`config.mk`:
```
export PLATFORM = sky130hd
export DESIGN_NAME = serial_sub_ctrl_flat
export DESIGN_NICKNAME = d
export VERILOG_FILES = /design/src/rtl/serial_sub_ctrl_if.sv /design/src/rtl/serial_sub_ctrl.sv /design/src/flat_wrapper.sv
export SDC_FILE = /design/constraint.sdc
export NUM_CORES = 1
export LEC_CHECK = 0
export BUFFER_PORTS_ARGS = -buffer_cell sky130_fd_sc_hd__buf_4
export CAP_MARGIN = 20
export CORE_ASPECT_RATIO = 0.8
export CORE_MARGIN = 3
export CORE_UTILIZATION = 49
export CTS_BUF_LIST = sky130_fd_sc_hd__clkbuf_8
export DETAILED_ROUTE_END_ITERATION = 6
export PLACE_DENSITY = 0.79
export SLEW_MARGIN = 20
export SYNTH_ARGS = -nofsm -noshare
export SYNTH_HDL_FRONTEND = slang
export SYNTH_SLANG_ARGS = --single-unit
```
`constraint.sdc`:
```
create_clock -name clk -period 1.2 [get_ports clk]
set_input_delay 0.06 -clock clk [delete_from_list [all_inputs] [get_ports clk]]
set_output_delay 0.06 -clock clk [all_outputs]
set_load 0.01 [all_outputs]
```
`src/rtl/serial_sub_ctrl_if.sv`:
```
// Operand/result bundle for serial_sub_ctrl; carries the `ovf` flag only when
// SUB_OVF_EN is defined.
interface serial_sub_ctrl_if #(
  parameter int WIDTH = 8
);
  logic             start;
  logic [WIDTH-1:0] a;
  logic [WIDTH-1:0] b;
  logic             bin;
  logic             busy;
  logic             done;
  logic [WIDTH-1:0] diff;
  logic             bout;
`ifdef SUB_OVF_EN
  logic             ovf;
`endif

  modport master (
    output start, a, b, bin,
`ifdef SUB_OVF_EN
    input  ovf,
`endif
    input  busy, done, diff, bout
  );

  modport slave (
    input  start, a, b, bin,
`ifdef SUB_OVF_EN
    output ovf,
`endif
    output busy, done, diff, bout
  );
endinterface

```
`src/rtl/serial_sub_ctrl.sv`:
```
// Bit-serial subtractor: computes a - b - bin one bit per clock through a single
// full-subtractor cell. Optional signed-overflow output enabled by SUB_OVF_EN.
module serial_sub_ctrl #(
  parameter int WIDTH = 8
) (
  input  logic               clk,
  input  logic               rst,
  serial_sub_ctrl_if.slave   bus
);

  localparam int CW = (WIDTH > 1) ? $clog2(WIDTH) : 1;

  typedef enum logic [1:0] {
    IDLE,
    RUN,
    DONE
  } state_t;

  state_t           state;
  state_t           next_state;
  logic [WIDTH-1:0] x;
  logic [WIDTH-1:0] y;
  logic             c;
  logic [CW-1:0]    cnt;
  logic [WIDTH-1:0] diff_r;
  logic             bout_r;
  logic             accept;
  logic             last;
  logic             d;
  logic             c_next;
`ifdef SUB_OVF_EN
  logic             ovf_r;
`endif

  always_ff @(posedge clk) begin
    if (rst) begin
      state <= IDLE;
    end else begin
      state <= next_state;
    end
  end

  // Full-subtractor cell on the operand LSBs plus the acceptance/last-bit decode.
  always_comb begin
    next_state = state;
    accept     = 1'b0;
    last       = (state == RUN) && (cnt == CW'(WIDTH - 1));
    d          = x[0] ^ y[0] ^ c;
    c_next     = (~x[0] & y[0]) | (~x[0] & c) | (y[0] & c);
    case (state)
      IDLE: begin
        if (bus.start) begin
          accept     = 1'b1;
          next_state = RUN;
        end
      end
      RUN: begin
        if (last) begin
          next_state = DONE;
        end
      end
      DONE: begin
        if (bus.start) begin
          accept     = 1'b1;
          next_state = RUN;
        end else begin
          next_state = IDLE;
        end
      end
      default: next_state = IDLE;
    endcase
  end

  always_ff @(posedge clk) begin
    if (rst) begin
      x      <= '0;
      y      <= '0;
      c      <= 1'b0;
      cnt    <= '0;
      diff_r <= '0;
      bout_r <= 1'b0;
`ifdef SUB_OVF_EN
      ovf_r  <= 1'b0;
`endif
    end else if (accept) begin
      x   <= bus.a;
      y   <= bus.b;
      c   <= bus.bin;
      cnt <= '0;
    end else if (state == RUN) begin
      x      <= x >> 1;
      y      <= y >> 1;
      c      <= c_next;
      cnt    <= cnt + 1'b1;
      diff_r <= {d, diff_r[WIDTH-1:1]};
      if (last) begin
        bout_r <= c_next;
`ifdef SUB_OVF_EN
        // Borrow into the MSB differs from borrow out: signed result wrapped.
        ovf_r  <= c ^ c_next;
`endif
      end
    end
  end

  assign bus.busy = (state == RUN);
  assign bus.done = (state == DONE);
  assign bus.diff = diff_r;
  assign bus.bout = bout_r;
`ifdef SUB_OVF_EN
  assign bus.ovf  = ovf_r;
`endif

endmodule

```
`src/flat_wrapper.sv`:
```
// flat-port wrapper written by rule: the top's interface ports become plain ports
module serial_sub_ctrl_flat 
#(
  parameter int WIDTH = 8
)
  (clk, rst, bus_start, bus_a, bus_b, bus_bin, bus_busy, bus_done, bus_diff, bus_bout);
  serial_sub_ctrl_if #(.WIDTH(WIDTH)) bus_i ();
  input  logic clk;
  input  logic rst;
  input wire logic [$bits(bus_i.start)-1:0] bus_start;
  input wire logic [$bits(bus_i.a)-1:0] bus_a;
  input wire logic [$bits(bus_i.b)-1:0] bus_b;
  input wire logic [$bits(bus_i.bin)-1:0] bus_bin;
  output wire logic [$bits(bus_i.busy)-1:0] bus_busy;
  output wire logic [$bits(bus_i.done)-1:0] bus_done;
  output wire logic [$bits(bus_i.diff)-1:0] bus_diff;
  output wire logic [$bits(bus_i.bout)-1:0] bus_bout;
  assign bus_i.start = bus_start;
  assign bus_i.a = bus_a;
  assign bus_i.b = bus_b;
  assign bus_i.bin = bus_bin;
  assign bus_busy = bus_i.busy;
  assign bus_done = bus_i.done;
  assign bus_diff = bus_i.diff;
  assign bus_bout = bus_i.bout;
  serial_sub_ctrl #(.WIDTH(WIDTH)) u_core (.clk(clk), .rst(rst), .bus(bus_i));
endmodule
```
==> results.toml, run 1 <==
[sta]
fin_skew_ns = 0.003166
setup_viol = 0
finalHoldViolations = 0
worst_pin_slew_ns = 0.3387
setup_slack_ns = 0.05106
slew_violations = 0
fmax_ghz = 0.8704
min_period_ns = 1.149
rsz0062_at_grt = "false"
relSlewSlack = 0.7742
finalCritPeriodShare = 0.9574

[logic_synthesis]
ys_seq_area_frac = 0.4839
syn_avg_cell_area_um2 = 9.032
synth_top_cells_by_area = "dfxtp_1 (48%), nor3_1 (8.2%), nand2_1 (6.1%)"
synth_fp_nets = 165
yosys_warnings = 0
yosys.area.top_type_share = 0.4839
synth.most_common_cell = "dfxtp_1"
synth-edff-count = 0
synth-async-reset-ratio = 0
synth_cells = 142
netlist_area_um2 = 1282
synth.ff_latch_count = 31
synth_commonest_cells = "dfxtp_1 (31), nand2_1 (21), nor3_1 (21)"
synth_cell_types = 28
synth_top_cell_by_area = "dfxtp_1"
synth_flop_cell = "dfxtp_1"

[detailed_routing]
ant_nets = 0
dr.pass1.iters = 4
num_vias = 1110
vias_per_cell = 5.362
wl_per_cell_um = 12.99
drt_iter0_drc = 47
routed_wl_mm = 2.689
drc = 0

[grt]
grt_overflow = 0
antenna_found_initial = 0
use_met3 = 0.05400
grt_pass1_vias = 1024
met1_usage = 0.2234
met2_usage = 0.3030
gr-max-usage-layer = "met2"
grt_start_max_net_pins = 32
grt.total_usage = 0.1818
grt_pass1_wl_mm = 4.629

[critical_path]
required_ns = 1.38
crit_path_end_kind = "flop"
crit_start = "u_core.state[1]$_SDFFE_PP0P_"
crit_family = "flip-flops"
cpMaxStageDelayCell = "dfxtp_2"
critPathMaxFanout = 24
crit_chain = "nand2b_4 -> buf_6 -> nand2_1 -> a311oi_2"
crit_path_start_kind = "flop"
worstSetupPathType = "reg2reg"
cp_slowest_stage_delay_ns = 0.33
critical_path_buf_inv_count = 1
r2r_start = "u_core.state[1]$_SDFFE_PP0P_"
arrival_ns = 1.33

[die]
start_util = 0.5556
io_pins = 31
die_w_um = 63.20
core_area_um2 = 2308
rows = 15
die_area_um2 = 3271
die_height_um = 51.76

[clocking]
cts_buffer_depth = 2
cts_buffers = 5
cts.hold.buffers_added = 0
h-tree-depth = 2
path_clk_slew_ns = 0.06
insertion_delay_ns = 0.26
cts_tree = "done"
clock-root-buffer = "clkbuf_8"
clock_sinks = 31

[job]
max_cap_viol_count = 0

[final_layout]
num_antenna_cells = 0
ff_latch_area_um2 = 625.6
fillers = 181
drive_above_1_share = 0.3121
multi_input_area_um2 = 579.3
synthToLayoutAreaGrowth_pct = 27.90
nNetsFinal = 197

[hold_path]
min_path_type = "in2reg"
min_from = "bus_a[7]"

[placed_design]
hpwl_mm = 1.782
portBuffers = 30
place_congestion = 0.7057
place_ws_ns = -0.02940

[power]
finalPower_mw = 2.184
pwr_density_cell_nw_per_um2 = 1331
leakage_nw = 0.6595
peakVddDrop_mv = 0.7945

[outcome]
status = "complete, no violations"
-- power by group --
part | internal [mW] | switching [mW]
sequential | 1.09 | 0.0422
clock | 0.376 | 0.313
combinational | 0.175 | 0.184
total | 1.64 | 0.539
-- worst reg2reg max path: cells and delay by family (launching register included) --
| kind | cells | cell delay, ns |
|---|---|---|
| AOI/OAI and AO/OA | 1 | 0.25 |
| buffers and inverters | 1 | 0.22 |
| DFF | 1 | 0.33 |
| and+or+nand+nor | 2 | 0.28 |
-- routing by layer --
layer  routed length (um)  vias up
li1                     -      559
met1                 1203      522
met2                 1327       25
met3                  130        4
met4                   27        0
met5                    0        -
-- worst paths after layout --
kind | endpoint | cells after the start | slack, ns
setup reg to reg | u_core.y[6]$_SDFFE_PP0P_ | 4 | 0.05
setup / recovery | u_core.y[6]$_SDFFE_PP0P_ | 4 | 0.05
hold reg to reg | u_core.bus.diff[0]$_SDFFE_PP0P_ | 2 | 0.45
hold / removal | u_core.x[7]$_SDFFE_PP0P_ | 3 | 0.06
-- through the flow --
stage / instances / util / cell area (um2) / hold WS, ns / TNS [ns]
after floorplan: 142 / - / 1282 / 0.1279 / 0
after global placement: 198 / 0.6575 / 1518 / 0.3170 / 0
after detailed placement: 198 / 0.6575 / 1518 / 0.3344 / -0.04942
after CTS: 206 / 0.7030 / 1623 / 0.05228 / 0
after global routing: 207 / 0.7106 / 1640 / 0.05267 / 0
final: 207 / 0.7106 / 1640 / 0.06035 / 0
-- layout by cell type (no fill, tap or decap), drive strengths merged, types with 3 or more instances in the layout --
cell,n
a22oi,3
nor3,22
mux2i,3
a21oi,12
nor2,6
inv,3
dfxtp,31
a311oi,3
nand2,22
o22ai,9
nand3,5
buf,37
clkbuf,5
-- area by class of cell --
type | instances | area share
Tap cell | 34 | 0.02593
Clock buffer | 5 | 0.04195
Sequential cell | 31 | 0.3814
Timing Repair inverter | 1 | 0.003814
Timing Repair Buffer | 37 | 0.1793
Clock inverter | 1 | 0.002288
Inverter | 2 | 0.01220
Multi-Input combinational cell | 96 | 0.3532
-- logic make-up (layout without fill, tap and decap cells) --
kind of cell    Yosys count  in the layout  share of synthesized area
compound gates           29             29                     0.1590
mux                       3              3                    0.02342
simple gates             60             60                     0.2195
flops                    31             31                     0.4839
xor+xnor                  1              1                   0.006831
buf+inv                  15             46                    0.07219
fa+ha+maj                 3              3                    0.03512
-- sequential cells by signal (all words and copies together) (netlist names) --
register and flops:
u_core.bus.diff 8, u_core.x 8, u_core.y 8, u_core.cnt 3
u_core.state 2, u_core.bus.bout 1, u_core.c 1
-- repair_timing --
action                                  CTS  global route
endpoints found under the setup margin    4            11
gates cloned                              1             0
pin swaps                                 0             0
gates resized for setup                   7             4
buffers inserted                          1             2
endpoints found under the hold margin     0             0
(Power assumes the default switching activity.)
==> run 2, diff against run 1 <==
--- a/config.mk
+++ b/config.mk
@@ -7,12 +7,14 @@
 export LEC_CHECK = 0
 export BUFFER_PORTS_ARGS = -buffer_cell sky130_fd_sc_hd__buf_4
 export CAP_MARGIN = 20
+export CELL_PAD_IN_SITES_DETAIL_PLACEMENT = 1
+export CELL_PAD_IN_SITES_GLOBAL_PLACEMENT = 2
 export CORE_ASPECT_RATIO = 0.8
 export CORE_MARGIN = 3
-export CORE_UTILIZATION = 49
+export CORE_UTILIZATION = 32
 export CTS_BUF_LIST = sky130_fd_sc_hd__clkbuf_8
 export DETAILED_ROUTE_END_ITERATION = 6
-export PLACE_DENSITY = 0.79
+export PLACE_DENSITY = 0.82
 export SLEW_MARGIN = 20
 export SYNTH_ARGS = -nofsm -noshare
 export SYNTH_HDL_FRONTEND = slang
==> constraint.sdc (replaced) <==
create_clock -name clk -period 1.3 [get_ports clk]
set_input_delay 0.065 -clock clk [delete_from_list [all_inputs] [get_ports clk]]
set_output_delay 0.065 -clock clk [all_outputs]
set_load 0.01 [all_outputs]
==> run 2 against run 1 <==
  * Via count up 2.5%
  * Worst hold slack worse by 0.020 ns
  * Combinational power down 4%
  * First-iteration DRC count up 40%
  * Sequential share of layout area down 0.83 points
  * Global-route usage down 1.9 points
  * Register-to-register slack better by 0.03 ns
  * Critical path type is now reg2out
  * Highest routed layer unchanged
==> results.toml, run 2 (synthesis gave the netlist of run 1 again) <==
[outcome]
status = "complete, no violations"

[die]
io_pins = 31
die_area_um2 = 4808
core_area_um2 = 3637
start_util = 0.3526
rows = 19
die_height_um = 62.63
die_w_um = 76.78

[sta]
min_period_ns = 1.252
setup_viol = 0
finalHoldViolations = 0
worst_pin_slew_ns = 0.3623
rsz0062_at_grt = "false"
fin_skew_ns = 0.009228
fmax_ghz = 0.7990
finalCritPeriodShare = 0.9628
slew_violations = 0
relSlewSlack = 0.7585
finalSetupTns_ns = 0

[critical_path]
required_ns = 1.24
critPathMaxFanout = 8
crit_path_start_kind = "flop"
crit_path_end_kind = "primary output"
crit_start = "u_core.state[1]$_SDFFE_PP0P_"
arrival_ns = 1.19
r2r_start = "u_core.state[1]$_SDFFE_PP0P_"
worstSetupPathType = "reg2out"

[grt]
grt_overflow = 0
grt_start_max_net_pins = 32
grt_pass1_vias = 1225
grt.total_usage = 0.1629
antenna_found_initial = 0
grt_pass1_wl_mm = 6.092

[job]
max_cap_viol_count = 0

[clocking]
h-tree-depth = 2
path_clk_slew_ns = 0.07
clock-root-buffer = "clkbuf_8"
cts_buffers = 5
cts_buffer_depth = 2
post-cts-setup-buffers = 0
cts.hold.buffers_added = 0
cts_tree = "done"
clock_sinks = 31
insertion_delay_ns = 0.28

[detailed_routing]
dr.pass1.iters = 4
ant_nets = 0
vias_per_cell = 5.035
drt_iter0_drc = 66
routed_wl_mm = 3.562
num_vias = 1138
wl_per_cell_um = 15.76
drc = 0

[final_layout]
final_common_cell = "buf_4"
final_cell_mix = "buf_4 (33), dfxtp_1 (30), nand2_1 (21), nor3_1 (21), a21oi_1 (12)"
ff_latch_area_um2 = 621.8
multi_input_area_um2 = 576.8
drive_above_1_share = 0.2989
synthToLayoutAreaGrowth_pct = 29.95
fillers = 430
num_antenna_cells = 0
nNetsFinal = 196

[power]
finalPower_mw = 2.105
clockPowerShare = 0.337
switchingPower_uw = 570.4
intPower_mw = 1.535
switching_share = 0.2709
p_comb_frac = 0.164
pwr_density_cell_nw_per_um2 = 1263
p_seq_frac = 0.499
peakVddDrop_mv = 0.8184
leakage_nw = 0.6739

[placed_design]
place_congestion = 0.7797
portBuffers = 30
hpwl_mm = 2.346

[hold_path]
min_path_type = "in2reg"
min_from = "bus_a[7]"
-- run 2: cell types whose count changed in the layout (fill, tap and decap cells not counted) --
cell,previous run,this run
buf_4,35,33
buf_12,1,2
buf_6,1,0
bufinv_8,0,1
clkinv_2,0,1
clkinv_8,1,0
dfxtp_1,29,30
dfxtp_4,1,0
fa_1,0,1
fa_2,1,0
inv_1,2,3
inv_4,1,2
-- run 2: area by class of cell --
class | count | area share
Clock inverter | 3 | 0.007508
Sequential cell | 31 | 0.3731
Timing Repair Buffer | 35 | 0.1727
Multi-Input combinational cell | 96 | 0.3461
Tap cell | 52 | 0.03904
Timing Repair inverter | 2 | 0.007508
Inverter | 2 | 0.01276
Clock buffer | 5 | 0.04129
-- run 2: path summary, 6_finish.rpt --
path                                                         to  slack [ns]  cells after the start
worst min register to register  u_core.bus.diff[0]$_SDFFE_PP0P_        0.47                      2
worst max register to register         u_core.y[6]$_SDFFE_PP0P_        0.08                      4
worst max-delay path                                   bus_busy        0.05                      3
worst min-delay path                   u_core.x[7]$_SDFFE_PP0P_        0.04                      3
-- run 2: power groups by stage --
stage               clock (mW)  sequential (mW)  combinational (mW)
floorplan                    0             1.06               0.219
global placement             0             1.06               0.313
detailed placement           0             1.07               0.329
CTS                      0.728             1.05               0.348
global route             0.783             1.06               0.385
finish                   0.711             1.05               0.344
-- run 2: worst max-delay path: stages (launching register included) --
cell	delay [ns]
dfxtp_1	0.36
nand2b_4	0.19
bufinv_8	0.22
buf_4	0.14
-- run 2: layer usage --
layer	wire (um)	up-vias	global-route usage
met1	1622	557	0.1889
met5	0	-	0
met2	1779	17	0.2739
li1	-	562	-
met3	130	2	0.04611
met4	29	0	0.08145
-- run 2: metrics by stage --
step	setup slack [ns]	hold WS, ns	util	std cells	area, um2
2_1_floorplan	0.2009	0.1329	-	142	1282
3_3_place_gp	0.1169	0.3291	0.4269	216	1553
3_5_place_dp	0.03534	0.3361	0.4269	216	1553
4_1_cts	0.01767	0.03160	0.4579	226	1665
5_1_grt	0.01022	0.03797	0.4582	226	1667
6_report	0.04841	0.04079	0.4582	226	1667
-- run 2: timing repair --
action	CTS	global route
cloned	2	0
resized for setup	4	1
endpoints found under the setup margin	1	1
pin swaps	0	0
==> run 3, diff against run 2 <==
--- a/config.mk
+++ b/config.mk
@@ -5,17 +5,17 @@
 export SDC_FILE = /design/constraint.sdc
 export NUM_CORES = 1
 export LEC_CHECK = 0
+export ABC_AREA = 1
 export BUFFER_PORTS_ARGS = -buffer_cell sky130_fd_sc_hd__buf_4
 export CAP_MARGIN = 20
 export CELL_PAD_IN_SITES_DETAIL_PLACEMENT = 1
 export CELL_PAD_IN_SITES_GLOBAL_PLACEMENT = 2
 export CORE_ASPECT_RATIO = 0.8
 export CORE_MARGIN = 3
-export CORE_UTILIZATION = 32
+export CORE_UTILIZATION = 31
 export CTS_BUF_LIST = sky130_fd_sc_hd__clkbuf_8
 export DETAILED_ROUTE_END_ITERATION = 6
 export PLACE_DENSITY = 0.82
-export SLEW_MARGIN = 20
 export SYNTH_ARGS = -nofsm -noshare
 export SYNTH_HDL_FRONTEND = slang
 export SYNTH_SLANG_ARGS = --single-unit
==> run 3 against run 2 <==
  * Register-to-register slack better by 0.11 ns
  * Flip-flop and latch count stayed put
  * Maximum frequency is 6.0% higher
  * Critical path type unchanged
  * Worst hold slack worse by 0.032 ns
  * Largest cell class is now multi-input combinational cells
==> results.toml, run 3 <==
[clocking]
clock-root-buffer = "clkbuf_8"
path_clk_slew_ns = 0.06
h-tree-depth = 2
cts_tree = "done"
cts.hold.buffers_added = 0
cts_buffers = 5
clock_sinks = 31
post-cts-setup-buffers = 0
cts_buffer_depth = 2
insertion_delay_ns = 0.29

[sta]
finalCritPeriodShare = 0.9080
fmax_ghz = 0.8471
min_period_ns = 1.180
finalHoldViolations = 0
finalSetupTns_ns = 0
fin_skew_ns = 0.008391
rsz0062_at_grt = "false"
relSlewSlack = 0.8686
slew_violations = 0
setup_viol = 0
worst_pin_slew_ns = 0.1969
setup_slack_ns = 0.1196

[logic_synthesis]
synth_top_cell_by_area = "dfxtp_1"
synth_commonest_cells = "nand2_1 (40), nor2_1 (34), dfxtp_1 (31)"
synth.most_common_cell = "nand2_1"
synth-edff-count = 0
synth-async-reset-ratio = 0
synth_fp_nets = 225
synth_cells = 202
ys_seq_area_frac = 0.4103
synth.ff_latch_count = 31
yosys_warnings = 0
netlist_area_um2 = 1513
syn_avg_cell_area_um2 = 7.489
synth_cell_types = 25
yosys.area.top_type_share = 0.4103
synth_flop_cell = "dfxtp_1"
synth_top_cells_by_area = "dfxtp_1 (41%), nand2_1 (9.9%), nor2_1 (8.4%)"

[power]
peakVddDrop_mv = 0.3935
leakage_nw = 0.9355
pwr_density_cell_nw_per_um2 = 1188

[final_layout]
final_cell_mix = "nand2_1 (40), buf_4 (36), nor2_1 (34)"
multi_input_area_um2 = 683.2
final_common_cell = "nand2_1"
drive_above_1_share = 0.3054
num_antenna_cells = 0
final_cells = 299
fillers = 596
ff_latch_area_um2 = 621.8
nNetsFinal = 261
synthToLayoutAreaGrowth_pct = 25.72

[detailed_routing]
vias_per_cell = 4.395
routed_wl_mm = 3.428
drc = 0
wl_per_cell_um = 11.46
ant_nets = 0
drt_iter0_drc = 24
dr.pass1.iters = 4
num_vias = 1314

[job]
max_cap_viol_count = 0

[die]
core_area_um2 = 4652
io_pins = 31
die_area_um2 = 5759
start_util = 0.3252
die_height_um = 68.48
die_w_um = 84.10
rows = 22

[grt]
grt.total_usage = 0.1380
grt_start_max_net_pins = 15
grt_pass1_vias = 1402
grt_pass1_wl_mm = 6.210
grt_overflow = 0
antenna_found_initial = 0

[critical_path]
arrival_ns = 1.12
r2r_start = "u_core.c$_SDFFE_PP0P_"
cp_slowest_stage_delay_ns = 0.44
cpMaxStageDelayCell = "dfxtp_2"
timing.rr.end = "u_core.c$_SDFFE_PP0P_"
required_ns = 1.24
crit_path_end_kind = "primary output"
crit_path_start_kind = "flop"
critPathMaxFanout = 7
r2r_slack_ns = 0.19
crit_top_cell = "buf_4"
worstSetupPathType = "reg2out"
crit_chain = "buf_4 -> nor2_1 -> buf_4"
r2r.worst_path.cells = 5

[placed_design]
place_congestion = 0.7272
dpl.cell_count = 291
portBuffers = 30
place_ws_ns = 0.09675
hpwl_mm = 2.555

[outcome]
status = "complete, no violations"

[hold_path]
min_from = "bus_b[7]"
whs_endpoint = "u_core.y[7]$_SDFFE_PP0P_"
whs_path_depth = 3
min_path_type = "in2reg"
==> run 3: kinds of logic (layout without fill, tap and decap cells) <==
logic type	count (synthesis)	after routing	synth area share
adder cells (fa/ha/maj)	3	3	0.02977
AO/OA/AOI/OAI	28	28	0.1175
buffers and inverters	41	78	0.1381
flip-flops	31	31	0.4103
AND/OR/NAND/NOR	98	98	0.2986
XOR/XNOR	1	1	0.005791
==> run 3: report_power, final <==
| group | internal (mW) | leakage (nW) | switching [mW] |
|---|---|---|---|
| clock | 0.366 | 0.0477 | 0.374 |
| sequential | 1.03 | 0.255 | 0.0505 |
| combinational | 0.201 | 0.632 | 0.241 |
| total | 1.59 | 0.935 | 0.666 |
==> run 3: timing repair <==
item	CTS	global route
hold endpoints to repair	0	0
endpoints found under the setup margin	1	0
gates resized for setup	1	0
==> run 3: through the flow <==
stage               area, um2  total power [mW]  hold WS, ns  utilization
floorplan                1513             1.387       0.1999            -
global placement         1817             1.541       0.3027       0.3905
detailed placement       1817             1.547       0.3071       0.3905
CTS                      1902             2.307     0.002541       0.4088
global route             1902             2.428      0.02490       0.4088
finish                   1902             2.260     0.008930       0.4088
==> run 3: worst max-delay path, delay by kind of cell, from the launching register on <==
| family | cells | cell delay, ns |
|---|---|---|
| buf+inv | 2 | 0.34 |
| flops | 1 | 0.44 |
| simple gates | 1 | 0.06 |
==> run 3: cell type report <==
class	count	area share
multi-input cells	130	0.3592
well taps	60	0.03947
clock inverters	3	0.007895
clock buffers	5	0.03618
inverters	32	0.06711
flip-flops and latches	31	0.3270
repair buffers	38	0.1632
==> run 3: layer usage <==
| metal | track usage | part of all wire | up-vias | routed length [um] |
|---|---|---|---|---|
| li1 | - | - | 687 | - |
| met1 | 0.1671 | 0.51 | 595 | 1733 |
| met2 | 0.2283 | 0.42 | 29 | 1455 |
| met3 | 0.03971 | 0.061 | 3 | 209 |
| met4 | 0.06627 | 0.0085 | 0 | 29 |
| met5 | 0 | 0 | - | 0 |
==> run 3: how the worst max path moves through the flow <==
stage                                  from                  endpoint  cells after the start
6_report       u_core.state[0]$_SDFFE_PP0P_                  bus_done                      3
5_1_grt        u_core.state[0]$_SDFFE_PP0P_                  bus_done                      3
4_1_cts        u_core.state[0]$_SDFFE_PP0P_                  bus_done                      3
3_5_place_dp   u_core.state[0]$_SDFFE_PP0P_  u_core.y[2]$_SDFFE_PP0P_                      7
3_3_place_gp   u_core.state[0]$_SDFFE_PP0P_  u_core.y[5]$_SDFFE_PP0P_                      7
2_1_floorplan         u_core.c$_SDFFE_PP0P_     u_core.c$_SDFFE_PP0P_                      5
